[config.mk]
export PLATFORM = sky130hd
export DESIGN_NAME = frame_sink_writer
export DESIGN_NICKNAME = d
export VERILOG_FILES = /design/src/rtl/frame_sink_writer.sv
export SDC_FILE = /design/constraint.sdc
export NUM_CORES = 1
export LEC_CHECK = 0
export ABC_AREA = 1
export CAP_MARGIN = 10
export CORE_MARGIN = 4
export CORE_UTILIZATION = 42
export CTS_CLUSTER_DIAMETER = 80
export DETAILED_ROUTE_END_ITERATION = 16
export GPL_TIMING_DRIVEN = 1
export PLACE_DENSITY = 0.67
export SYNTH_ARGS = -nofsm -noshare
export SYNTH_HDL_FRONTEND = slang
export SYNTH_SLANG_ARGS = --single-unit
[constraint.sdc]
create_clock -name clock -period 3.2 [get_ports clock]
set_input_delay 0.32 -clock clock [delete_from_list [all_inputs] [get_ports clock]]
set_output_delay 0.32 -clock clock [all_outputs]
set_load 0.005 [all_outputs]
[src/rtl/frame_sink_writer.sv]
// Drains a FWFT pixel FIFO into a linear frame buffer in raster order and pulses frame_done.
// Optional FRAME_CHECKSUM_EN adds a 32-bit running sum of the popped pixels.
module frame_sink_writer #(
  parameter int                DWIDTH     = 8,
  parameter int                IMG_WIDTH  = 720,
  parameter int                IMG_HEIGHT = 540,
  parameter int                AWIDTH     = 20,
  parameter logic [AWIDTH-1:0] BASE_ADDR  = '0
) (
  input  logic              clock,
  input  logic              reset,
  input  logic              start,
  output logic              fifo_rd_en,
  input  logic [DWIDTH-1:0] fifo_dout,
  input  logic              fifo_empty,
  output logic              mem_wr_en,
  output logic [AWIDTH-1:0] mem_addr,
  output logic [DWIDTH-1:0] mem_din,
  input  logic              mem_ready,
  output logic              busy,
  output logic              frame_done
`ifdef FRAME_CHECKSUM_EN
  ,
  output logic [31:0]       checksum
`endif
);

  localparam int NPIX = IMG_WIDTH * IMG_HEIGHT;
  localparam int PW   = (NPIX > 1) ? $clog2(NPIX) : 1;
  localparam logic [PW-1:0] LAST_PIX = PW'(NPIX - 1);

  typedef enum logic [1:0] {
    IDLE  = 2'b00,
    RUN   = 2'b01,
    DRAIN = 2'b10,
    DONE  = 2'b11
  } state_t;

  state_t            state_q;
  logic [PW-1:0]     pix_q;
  logic [PW-1:0]     pix_d;
  logic              wrEn_q;
  logic [AWIDTH-1:0] addr_q;
  logic [DWIDTH-1:0] din_q;
  logic              busy_q;
  logic              done_q;
  logic              pop;

  // The output register is a one-deep buffer: refill it when empty or when it drains this edge.
  assign pop   = !reset && (state_q == RUN) && !fifo_empty && (!wrEn_q || mem_ready);
  assign pix_d = pix_q + PW'(1);

  assign fifo_rd_en = pop;
  assign mem_wr_en  = wrEn_q;
  assign mem_addr   = addr_q;
  assign mem_din    = din_q;
  assign busy       = busy_q;
  assign frame_done = done_q;

`ifdef FRAME_CHECKSUM_EN
  logic [31:0] csum_q;
  logic [31:0] csum_d;

  assign csum_d   = csum_q + 32'(fifo_dout);
  assign checksum = csum_q;

  always_ff @(posedge clock) begin
    if (reset) begin
      csum_q <= '0;
    end else if (state_q == IDLE && start) begin
      csum_q <= '0;
    end else if (pop) begin
      csum_q <= csum_d;
    end
  end
`endif

  always_ff @(posedge clock) begin
    if (reset) begin
      state_q <= IDLE;
      pix_q   <= '0;
      wrEn_q  <= 1'b0;
      addr_q  <= '0;
      din_q   <= '0;
      busy_q  <= 1'b0;
      done_q  <= 1'b0;
    end else begin
      case (state_q)
        IDLE: begin
          done_q <= 1'b0;
          if (start) begin
            state_q <= RUN;
            pix_q   <= '0;
            busy_q  <= 1'b1;
          end
        end
        RUN: begin
          if (pop) begin
            wrEn_q <= 1'b1;
            din_q  <= fifo_dout;
            addr_q <= BASE_ADDR + AWIDTH'(pix_q);
            pix_q  <= pix_d;
            if (pix_q == LAST_PIX) begin
              state_q <= DRAIN;
            end
          end else if (wrEn_q && mem_ready) begin
            wrEn_q <= 1'b0;
          end
        end
        // The last pixel sits in the output register until memory takes it.
        DRAIN: begin
          if (mem_ready) begin
            wrEn_q  <= 1'b0;
            busy_q  <= 1'b0;
            done_q  <= 1'b1;
            state_q <= DONE;
          end
        end
        DONE: begin
          done_q  <= 1'b0;
          state_q <= IDLE;
        end
        default: begin
          state_q <= IDLE;
        end
      endcase
    end
  end

endmodule

==> flow_summary.yaml, run 1 <==
setup_path:
  cp_num_buf_inv: 4
  criticalPathCategory: "register to output pin"
  reg2regPathDepth: 10
  cp-start-kind: "register"
  worstPathArrival_ns: 2.18
  path_cells: "inv_1 -> ha_1 -> inv_2 -> nor2_4 -> nand3_2 -> inv_1 -> clkdlybuf4s50_1"
  crit_fanout: 8
  cpPeakStageDelay_ns: 0.53
  cp_top_family: "buffers and inverters"
  rrSetupSlack_ns: 0.99
  cp_common_cell: "inv_1"
  required_ns: 2.88
  setup.worst_path.end: "fifo_rd_en"
  cp-startpoint: "state_q[1]$_SDFFE_PP0P_"
  critical_path_depth: 7
  crit_slowest_cell: "clkdlybuf4s50_1"
  endpoint_kind: "output pin"
  r2r-end: "mem_wr_en$_SDFFE_PP0P_"
  reg2reg_from: "state_q[1]$_SDFFE_PP0P_"
layout:
  final_layout_size_suffix_gt1_share_pct: 6.68
  antennaDiodeCount: 0
  nets: 390
  layout_commonest_cell: "nand2_1"
  stdcell_count: 446
  final_area_um2: 2930
  layout_common_cells: "nand2_1 (82), nor2_1 (55), dfxtp_1 (51)"
  syn_to_final_growth_pct: 23.9
  num-fill-cells: 548
clock_tree:
  clk_latency_ns: 0.31
  cts_setup_buffers: 0
  cts_buffer_depth: 2
  clk_pin_slew_ns: 0.09
  htreeDepth: 2
  clkSinkCount: 51
  numCtsBuffers: 5
  cts_tree: "yes"
  cts-root-buf: "clkbuf_8"
  cts_resized: 0
  ctsHoldBuffers: 0
floorplan:
  die_h_um: 83.0
  core-area_um2: 5470
  initial_core_util_pct: 43.2
  dieWidth_um: 83.0
  num_io_pins: 45
  rows: 27
  die-area_um2: 6890
sta:
  fin_tns_setup_ns: 0
  rsz0062_at_grt: "false"
  layout_worst_path_cycle_share_pct: 78.0
  finClkSkew_ns: 0.00708
  drv_slew: 0
  setup_violations: 0
  hold_viol_final: 0
  fin_crit_ns: 2.50
  setup_ws_ns: 0.704
  fmax_mhz: 401
routing:
  vias: 2166
  viasPerCell: 4.86
  routed_wirelength_um: 5260
  drtPass1Iterations: 4
  wl_per_cell_um: 11.8
  final_antenna_net_count: 0
  first_iter_violations: 81
  drcViolationCount: 0
logic_synthesis:
  yosysSeqAreaShare_pct: 43.2
  synthXorXnorAreaFrac_pct: 1.11
  synthSimpleGateAreaFrac_pct: 31.0
  yosysWarningCount: 0
  ys_async_sr_fraction_pct: 0
  muxShareOfSynthArea_pct: 0
  syn_inst: 333
  synth_fa_ha_area_share_pct: 2.12
  synth_area_per_cell_um2: 7.10
  synth-main-ff-cell: "dfxtp_1"
  yosys-top-cells-area: "dfxtp_1 (43%), nand2_1 (13%), nor2_1 (8.7%)"
  synthesis.nets: 350
  synthDistinctLibCells: 28
  synth-edff-count: 0
  synth-compound-area-share_pct: 13.7
  synth_top_area_share_pct: 43.2
  yosys.area.top_type: "dfxtp_1"
  synth-seq-cells: 51
  syn-cell-area_um2: 2360
  synth_top_family_by_area: "simple AND/OR/NAND/NOR gates"
grt:
  grt.overflow.total: 0
  grt_pass1_vias: 2076
  grt_max_degree: 23
  grt.total_usage_pct: 15.8
  grt_pass1_wl_um: 9190
  antenna_found_initial: 0
power_and_ir_drop:
  p_per_area_nw_per_um2: 623
  ir_drop_v: 0.000255
  p_leak_uw: 0.00107
min_path:
  min_path_type: "register to register"
outcome:
  status: "complete, no violations"
placement:
  place_ws_ns: 0.909
  placedCellCount: 438
  globalplace.congestion: 0.850
  place_hpwl_um: 3830
  placed_area_um2: 2820
  numPortBuffers: 43
flow_run:
  maxCapViolCount: 0
## report_power, final
| part | leakage (uW) | switching [uW] | total (uW) | internal [uW] |
|---|---|---|---|---|
| clock | 0.0000581 | 216 | 449 | 233 |
| combinational | 0.000602 | 413 | 650 | 237 |
| sequential | 0.000413 | 33.4 | 727 | 693 |
| total | 0.00107 | 662 | 1830 | 1160 |
## worst min-delay path by stage
stage,slack (ns),endpoint,start,cells after the start
6_report,0.47,mem_din[6]$_SDFFE_PP0P_,mem_din[6]$_SDFFE_PP0P_,2
5_1_grt,0.50,mem_addr[2]$_SDFFE_PP0P_,mem_addr[2]$_SDFFE_PP0P_,2
4_1_cts,0.47,mem_addr[9]$_SDFFE_PP0P_,mem_addr[9]$_SDFFE_PP0P_,2
3_5_place_dp,0.46,mem_addr[9]$_SDFFE_PP0P_,mem_addr[9]$_SDFFE_PP0P_,2
3_3_place_gp,0.45,mem_din[7]$_SDFFE_PP0P_,mem_din[7]$_SDFFE_PP0P_,2
2_1_floorplan,0.39,mem_addr[9]$_SDFFE_PP0P_,reset,1
## worst reg2reg max path, stage by stage (launching register included)
cell     delay, ns
dfxtp_1       0.34
inv_1         0.08
ha_1          0.41
inv_2         0.13
nor2_4        0.11
nand2_1       0.06
buf_4         0.19
inv_1         0.26
buf_4         0.30
nand4_1       0.12
a21oi_1       0.15
## cells by family (layout without fill, tap and decap cells)
group	after synthesis	after routing
other cells	1	1
flops	51	51
compound gates	61	61
simple gates	170	170
fa+ha+maj	4	4
xor+xnor	3	3
buf+inv	43	84
## metrics by stage
step / power (uW) / util, % / hold WS (ns)
detailed placement: 1390 / 51.4 / 0.455
CTS: 1840 / 53.5 / 0.470
global route: 1950 / 53.5 / 0.500
floorplan: 1270 / - / 0.389
global placement: 1380 / 51.4 / 0.452
finish: 1830 / 53.5 / 0.467
## state kept, by name (all words and copies together), names as in the netlist
name        cells
pix_q          19
frame_done      1
busy            1
mem_din         8
state_q         2
mem_wr_en       1
mem_addr       19
## area by class of cell
cell class                 instances  area (um^2)  area share [%]
sequential                        51         1020            34.9
clock inverter                     3         43.8            1.50
multi-input combinational        239         1140            38.8
tap                               72         90.1            3.08
clock buffer                       5         68.8            2.35
timing repair buffer              46          453            15.5
inverter                          30          115            3.93
## Yosys cell counts, types with 2 or more instances
library cell  instances
a21oi_1              35
a21oi_2               3
buf_2                 6
buf_6                 2
clkbuf_1              3
dfxtp_1              51
ha_1                  4
inv_1                28
nand2_1              82
nand3_1              12
nand3_2               4
nand4_1               6
nor2_1               55
nor3_1                6
o21ai_0              21
xor2_1                3
## per-layer routing
metal  up-vias  track usage [%]  part of all wire [%]
li1       1145                -                     -
met1       966             18.9                    48
met2        48             27.1                    46
met3         7             4.46                   4.8
met4         0             4.90                   1.2
met5         -                0                     0
Power figures use the tool's default switching activity.
==> inputs of run 2 (changes only) <==
Clock period 3.2 ns to 2.4 ns, I/O delays scaled along.
==> flow_summary.yaml, run 2 (synthesized netlist as in run 1, its figures left out) <==
outcome:
  status: "complete, no violations"
floorplan:
  initial_core_util_pct: 43.2
  die_h_um: 83.0
  num_io_pins: 45
  rows: 27
  die-area_um2: 6890
  core-area_um2: 5470
  dieWidth_um: 83.0
power_and_ir_drop:
  ir_drop_v: 0.000439
  p_per_area_nw_per_um2: 809
  p_leak_uw: 0.00107
min_path:
  worstHoldPathCells: 3
  hp-start: "fifo_dout[6]"
  min_path_type: "input pin to register"
  hold_end: "mem_din[6]$_SDFFE_PP0P_"
setup_path:
  crit_slowest_cell: "clkdlybuf4s50_1"
  r2r-end: "pix_q[13]$_SDFFE_PP0P_"
  cp_top_family: "buffers and inverters"
  endpoint_kind: "output pin"
  rrSetupSlack_ns: 0.56
  reg2regPathDepth: 11
  cp_common_cell: "inv_1"
  crit_fanout: 8
  cp_num_buf_inv: 4
  cp-start-kind: "register"
  worstPathArrival_ns: 2.01
  criticalPathCategory: "register to output pin"
  cpPeakStageDelay_ns: 0.53
  required_ns: 2.16
  reg2reg_from: "state_q[1]$_SDFFE_PP0P_"
  path_cells: "inv_1 -> ha_2 -> inv_2 -> nor2_4 -> nand3_2 -> inv_1 -> clkdlybuf4s50_1"
clock_tree:
  htreeDepth: 2
  clk_latency_ns: 0.31
  ctsHoldBuffers: 0
  clkSinkCount: 51
  cts_tree: "yes"
  cts_setup_buffers: 0
  cts_resized: 0
  cts-root-buf: "clkbuf_8"
  numCtsBuffers: 5
  cts_buffer_depth: 2
  clk_pin_slew_ns: 0.10
routing:
  first_iter_violations: 109
  wl_per_cell_um: 11.7
  drtPass1Iterations: 4
  drcViolationCount: 0
  vias: 2170
  routed_wirelength_um: 5240
  viasPerCell: 4.85
  final_antenna_net_count: 0
sta:
  hold_viol_final: 0
  setup_violations: 0
  drv_slew: 0
  hold-worst-slack_ns: 0.471
  finClkSkew_ns: 0.00628
  fmax_mhz: 445
  fin_crit_ns: 2.25
  layout_worst_path_cycle_share_pct: 93.6
layout:
  syn_to_final_growth_pct: 23.6
  antennaDiodeCount: 0
  layout_commonest_cell: "nand2_1"
  layout_common_cells: "nand2_1 (82), nor2_1 (55), dfxtp_1 (51)"
  final_layout_size_suffix_gt1_share_pct: 7.20
  nets: 391
  final_area_um2: 2920
grt:
  antenna_found_initial: 0
  grt.total_usage_pct: 15.7
  grt.overflow.total: 0
  grt_max_degree: 32
  grt_pass1_wl_um: 9140
  grt_pass1_vias: 1955
placement:
  place_hpwl_um: 3660
  globalplace.congestion: 0.885
  numPortBuffers: 43
  placed_area_um2: 2820
flow_run:
  maxCapViolCount: 0
## run 2: tightest hold or removal path, stage by stage
cell             delay [ns]
clkdlybuf4s50_1        0.39
nand2_1                0.06
a21oi_1                0.05
## run 2: power by group
group          internal (uW)  leakage, uW  total (uW)  switching, uW
clock                    215    0.0000491         527            312
combinational            320     0.000605         870            550
sequential               925     0.000413         967           42.5
## run 2: worst max-delay path by stage
stage / start / end / slack, ns / cells after the start
3_5_place_dp: state_q[1]$_SDFFE_PP0P_ / fifo_rd_en / 0.39 / 7
3_3_place_gp: state_q[1]$_SDFFE_PP0P_ / fifo_rd_en / 0.44 / 7
2_1_floorplan: state_q[1]$_SDFFE_PP0P_ / pix_q[0]$_SDFFE_PP0P_ / 0.89 / 11
5_1_grt: state_q[1]$_SDFFE_PP0P_ / fifo_rd_en / -0.01 / 7
6_report: state_q[1]$_SDFFE_PP0P_ / fifo_rd_en / 0.15 / 7
4_1_cts: state_q[1]$_SDFFE_PP0P_ / fifo_rd_en / 0.03 / 7
## run 2: cell type report
class | instances | area [um^2]
fillers | 558 | 2550
multi-input cells | 239 | 1140
flip-flops and latches | 51 | 1020
repair buffers | 47 | 460
inverters | 30 | 115
well taps | 72 | 90.1
clock buffers | 5 | 68.8
clock inverters | 3 | 26.3
## run 2: metrics by stage
stage / util, % / setup TNS, ns / cells / power, uW / setup WS [ns]
2_1_floorplan: - / 0 / 333 / 1690 / 0.889
3_3_place_gp: 51.6 / 0 / 439 / 1840 / 0.437
3_5_place_dp: 51.6 / 0 / 439 / 1850 / 0.386
4_1_cts: 53.3 / 0 / 447 / 2390 / 0.0270
5_1_grt: 53.4 / -0.0106 / 447 / 2540 / -0.0106
6_report: 53.4 / 0 / 447 / 2360 / 0.154
## run 2: metal layers
| layer | track usage (%) | vias to the layer above | part of all wire (%) |
|---|---|---|---|
| met3 | 4.46 | 5 | 4.8 |
| met5 | 0 | - | 0 |
| li1 | - | 1151 | - |
| met2 | 23.5 | 45 | 43 |
| met1 | 21.9 | 969 | 51 |
| met4 | 4.61 | 0 | 1.2 |
==> inputs of run 3 (changes only) <==
Settings changed: CAP_MARGIN 10 to 20, GPL_TIMING_DRIVEN 1 to unset.
==> results of run 3 <==
The final DEF is identical to that of run 2; final timing and power are the same.
==> variant 1 (flow settings as in run 3) <==
The option `FRAME_CHECKSUM_EN` is turned on by a define.
--- a/src/rtl/frame_sink_writer.sv
+++ b/src/rtl/frame_sink_writer.sv
@@ -1,4 +1,6 @@
 // Drains a FWFT pixel FIFO into a linear frame buffer in raster order and pulses frame_done.
 // Optional FRAME_CHECKSUM_EN adds a 32-bit running sum of the popped pixels.
+`define FRAME_CHECKSUM_EN
+
 module frame_sink_writer #(
   parameter int                DWIDTH     = 8,
Formal check against the unedited RTL (old outputs only; new: checksum): equivalent (Yosys induction, for registers that start in step).
==> variant 1 against run 3 <==
- routed wire length increased by 130%
- sequential cell count increased by 32
- maximum frequency increased by 0.35%
- synthesized cell count increased by 100%
- critical path depth decreased by 2
- clock skew increased by 0.0057 ns
- area after synthesis increased by 88%
- sequential share of layout area decreased by 4.9 points
- total power increased by 54%
- design area increased by 89%
- count of clock-buffer cells in the layout increased by 8
- combinational power increased by 30%
- setup slack improved by 0.0079 ns
- critical path type unchanged
- largest cell class unchanged
- highest routed layer unchanged
==> variant 1: results (changes against run 3) <==
* CTS Buf Count: 9 (was 5)
* Post-synth cell types: 38 (was 28)
* Vias in the first global route: 4,351 (was 1,955)
- Wire length of the first global-routing pass: 20,500 um (was 9140 um)
- Fraction of layout instances using a drive strength above 1: 0.0515 (was 0.0720)
- Antenna violations before repair: 0 (unchanged)
- Master of the slowest instance on the critical path: sky130_fd_sc_hd__clkdlybuf4s50_1 (unchanged)
- Synthesis Warnings: 0 (unchanged)
* Synth top area cells: sky130_fd_sc_hd__dfxtp_1 37%, sky130_fd_sc_hd__nand2_1 15%, sky130_fd_sc_hd__a21oi_1 7.5% (was sky130_fd_sc_hd__dfxtp_1 43%, sky130_fd_sc_hd__nand2_1 13%, sky130_fd_sc_hd__nor2_1 8.7%)
* Yosys top cell by area: sky130_fd_sc_hd__dfxtp_1 (unchanged)
- Share of synthesized area occupied by flip-flops and latches: 0.373 (was 0.432)
* Max FFs per register: 32
* Drt initial violations: 234 (was 109)
* Sum of net half-perimeters after detailed placement: 9060 um (was 3660 um)
- After clock tree synthesis, the clock-pin slew on the worst setup and hold paths is 0.09 ns.
- DRT Wirelength: 12,000 um (was 5240 um)
- The first-pass detailed-route iteration total was 5 (was 4).
- The number of levels the H-tree was split into is 3 (was 2).
- The setup slack on the worst flop-to-flop path was 0.35 ns (was 0.56 ns).
* All-layer global routing usage: 0.197 (was 0.157)
- Worst Clk Skew: 0.0120 ns (was 0.00628 ns)
* Critical path's largest stage delay: 0.54 ns
- Share of synthesized area spent on multiplexers: 0 (unchanged)
* Fill cell total of the finished layout: 1,020 (was 558)
- The pin count of the biggest net entering global routing was 28 (was 32).
- VDD IR max: 0.402 mV (was 0.439 mV)
- Count of input and output buffers: 75 (was 43)
* Slack of the critical path: 0.162 ns (was 0.154 ns)
* Top post-synthesis cells by count: 183 x sky130_fd_sc_hd__nand2_1, 84 x sky130_fd_sc_hd__nor2_1, 83 x sky130_fd_sc_hd__dfxtp_1 (was 82 x sky130_fd_sc_hd__nand2_1, 55 x sky130_fd_sc_hd__nor2_1, 51 x sky130_fd_sc_hd__dfxtp_1)
* Net count after synthesis: 703 (was 350)
- The ratio of routed vias to standard cells came to 5.12 (was 4.85).
- The kind of path behind the tightest hold check is reg -> reg (was in -> reg).
- The maximum net fanout on the critical path came to 9 (was 8).
- The clock latency on the worst-skew pair was 0.35 ns (was 0.31 ns).
- The area fraction in compound gates after synthesis came to 0.133 (was 0.137).
- DP Worst Slack: 0.0661 ns (was 0.386 ns)
- Status: finished clean (unchanged).
- Number of buffers added for setup after CTS: 0 (unchanged)
- The kind of cell adding the most delay to the critical path is buffers and inverters (unchanged).
* Adder-cell area share of the yosys netlist: 0.0410 (was 0.0212)
- Xor/xnor cell area share of the yosys netlist: 0.0138 (was 0.0111)
- Static Leak: 2.13 nW (was 1.07 nW)
- Placer's final routability congestion estimate: 0.911 (was 0.885)
- The placed instance area came to 5350 um^2 (was 2820 um^2).
* Hold Worst Slack: 0.464 ns (was 0.471 ns)
- Final Net Count: 779 (was 391)
* CTS resizes: 1 (was 0)
## variant 1: path summary, 6_finish.rpt
kind,endpoint,startpoint,cells past startpoint
max,fifo_rd_en,state_q[1],5
min,mem_din[2],mem_din[2],2
max reg2reg,pix_q[10],state_q[1],8
min reg2reg,mem_din[2],mem_din[2],2
## variant 1: final cells by class
class | count | area [um^2] | share of cell area
Inverter | 82 | 310 | 0.0561
Timing Repair Buffer | 85 | 826 | 0.149
Clock inverter | 3 | 22.5 | 0.00407
Tap cell | 136 | 170 | 0.0308
Clock buffer | 13 | 159 | 0.0287
Multi-Input combinational cell | 491 | 2380 | 0.431
Sequential cell | 83 | 1660 | 0.300
## variant 1: metrics by stage
stage | instances | util
2_1_floorplan | 676 | -
3_3_place_gp | 877 | 0.518
3_5_place_dp | 877 | 0.518
4_1_cts | 893 | 0.536
5_1_grt | 893 | 0.536
6_report | 893 | 0.536
## variant 1: layer usage
layer | track usage | part of all wire | vias up
met5 | 0 | 0 | -
met4 | 0.0550 | 0.0096 | 0
met3 | 0.0300 | 0.049 | 11
met2 | 0.363 | 0.51 | 123
met1 | 0.237 | 0.43 | 2102
li1 | - | - | 2333
## variant 1: cell families after synthesis
family,after synthesis
AO/OA/AOI/OAI,112
XOR/XNOR,7
adder cells (fa/ha/maj),14
buffers and inverters,102
flip-flops,83
other,1
AND/OR/NAND/NOR,357
## variant 1: report_power, final
part	total (mW)	internal, mW	switching (mW)
registers	1.55	1.48	0.0668
logic	1.13	0.448	0.681
clock network	0.960	0.435	0.526
total	3.64	2.36	1.27
==> variant 2 (flow settings as in run 3) <==
Without the edit above. The 4 states of `state_t` get a one-hot encoding in 4 bits.
--- a/src/rtl/frame_sink_writer.sv
+++ b/src/rtl/frame_sink_writer.sv
@@ -30,9 +30,9 @@
   localparam logic [PW-1:0] LAST_PIX = PW'(NPIX - 1);
 
-  typedef enum logic [1:0] {
-    IDLE  = 2'b00,
-    RUN   = 2'b01,
-    DRAIN = 2'b10,
-    DONE  = 2'b11
+  typedef enum logic [3:0] {
+    IDLE  = 4'b0001,
+    RUN   = 4'b0010,
+    DRAIN = 4'b0100,
+    DONE  = 4'b1000
   } state_t;
 
Check against the original RTL: same outputs for any inputs over 10 cycles, from zero or initial values and one cycle with reset high; not proved beyond that.
==> variant 2 against run 3 <==
- maximum frequency is 14% higher
- area after synthesis is 4.1% higher
- design area is 3.9% higher
- global-route usage is 0.44 points higher
- final cell count is 2.7% higher
- setup slack better by 0.28 ns
- total power is 7.0% lower
- count of clock-buffer cells in the layout stayed put
- clock power is 11% higher
- worst hold slack better by 0.017 ns
- sequential share of layout area hardly changed
- routed wire length is 5.4% higher
- synthesized cell count is 4.2% higher
- sequential cell count is 2 higher
- critical path type is now in -> out
- largest cell class unchanged
==> variant 2: results (changes against run 3) <==
- The launching element of the worst setup path was mem_ready (was state_q[1]).
- Metal3 WL: 193 um (was 249 um)
- Placer's final routability congestion estimate: 0.819 (was 0.885)
- Final Net Count: 401 (was 391)
- Beginning of the worst register-to-register path: state_q[3] (was state_q[1])
- The post-synthesis share of cell area spent on full adders, half adders and majority gates is 0.00509 (was 0.0212).
* Drt initial violations: 85 (was 109)
- Worst Hold Path EP: frame_done (was mem_din[6])
* Xor/xnor cell area share of the yosys netlist: 0.00356 (was 0.0111)
- The detailed-placement wirelength estimate is 3930 um (was 3660 um).
* Launch instance of the worst min-delay path: frame_done (was fifo_dout[6])
- The cell leakage power was 1.22 nW (was 1.07 nW).
- The met3 demand-to-capacity share in global routing is 0.0334 (was 0.0446).
- The switching power share of the total is 0.332 (was 0.383).
- Post-synthesis compound-gate area fraction: 0.142 (was 0.137)
* Metal-1 WL: 2770 um (was 2670 um)
- Depth of the most critical reg-to-reg path: 9 (was 11)
- Critical Path Fanout Max: 3 (was 8)
* Fraction of layout instances using a drive strength above 1: 0.0956 (was 0.0720)
- The worst-case clock skew was 0.0116 ns (was 0.00628 ns).
- The via count of the first global-routing pass was 2,095 (was 1,955).
- The kind of path behind the tightest hold check was reg -> reg (was in -> reg).
* Share of synthesized area occupied by flip-flops and latches: 0.431 (was 0.432)
- Setup slack, reg-to-reg: 0.90 ns (was 0.56 ns)
- The first-pass GRT wire length was 9500 um (was 9140 um).
- The met2 track demand over resource in global routing is 0.263 (was 0.235).
- Avg Inst Size Synth: 7.09 um^2 (was 7.10 um^2)
- Clock net power: 0.585 mW (was 0.527 mW)
* Post-placement cell count: 452 (was 439)
* Time the worst path needs with I/O delays and setup: 1.97 ns (was 2.25 ns)
- Status: finished clean (unchanged).
variant 2: changes by cell type after synthesis, moves of 3 or more:
| cell | change |
|---|---|
| sky130_fd_sc_hd__nand2_1 | -14 |
| sky130_fd_sc_hd__nor2_1 | +4 |
| sky130_fd_sc_hd__ha_1 | -3 |
| sky130_fd_sc_hd__o21ai_1 | +7 |
| sky130_fd_sc_hd__nor2_4 | +3 |
| sky130_fd_sc_hd__o21ai_0 | +8 |
| sky130_fd_sc_hd__nand3_2 | -3 |
| sky130_fd_sc_hd__inv_2 | +4 |
| sky130_fd_sc_hd__a21oi_1 | -8 |
| sky130_fd_sc_hd__nand2_2 | +3 |
| sky130_fd_sc_hd__buf_2 | -3 |
| sky130_fd_sc_hd__nor2_2 | +7 |
| sky130_fd_sc_hd__nand3_1 | +9 |
variant 2: area by class of cell:
type	instances	area, um^2
well taps	72	90.1
inverters	34	128
fillers	573	2570
multi-input cells	247	1180
clock buffers	5	68.8
flip-flops and latches	53	1060
clock inverters	2	35.0
repair buffers	46	465
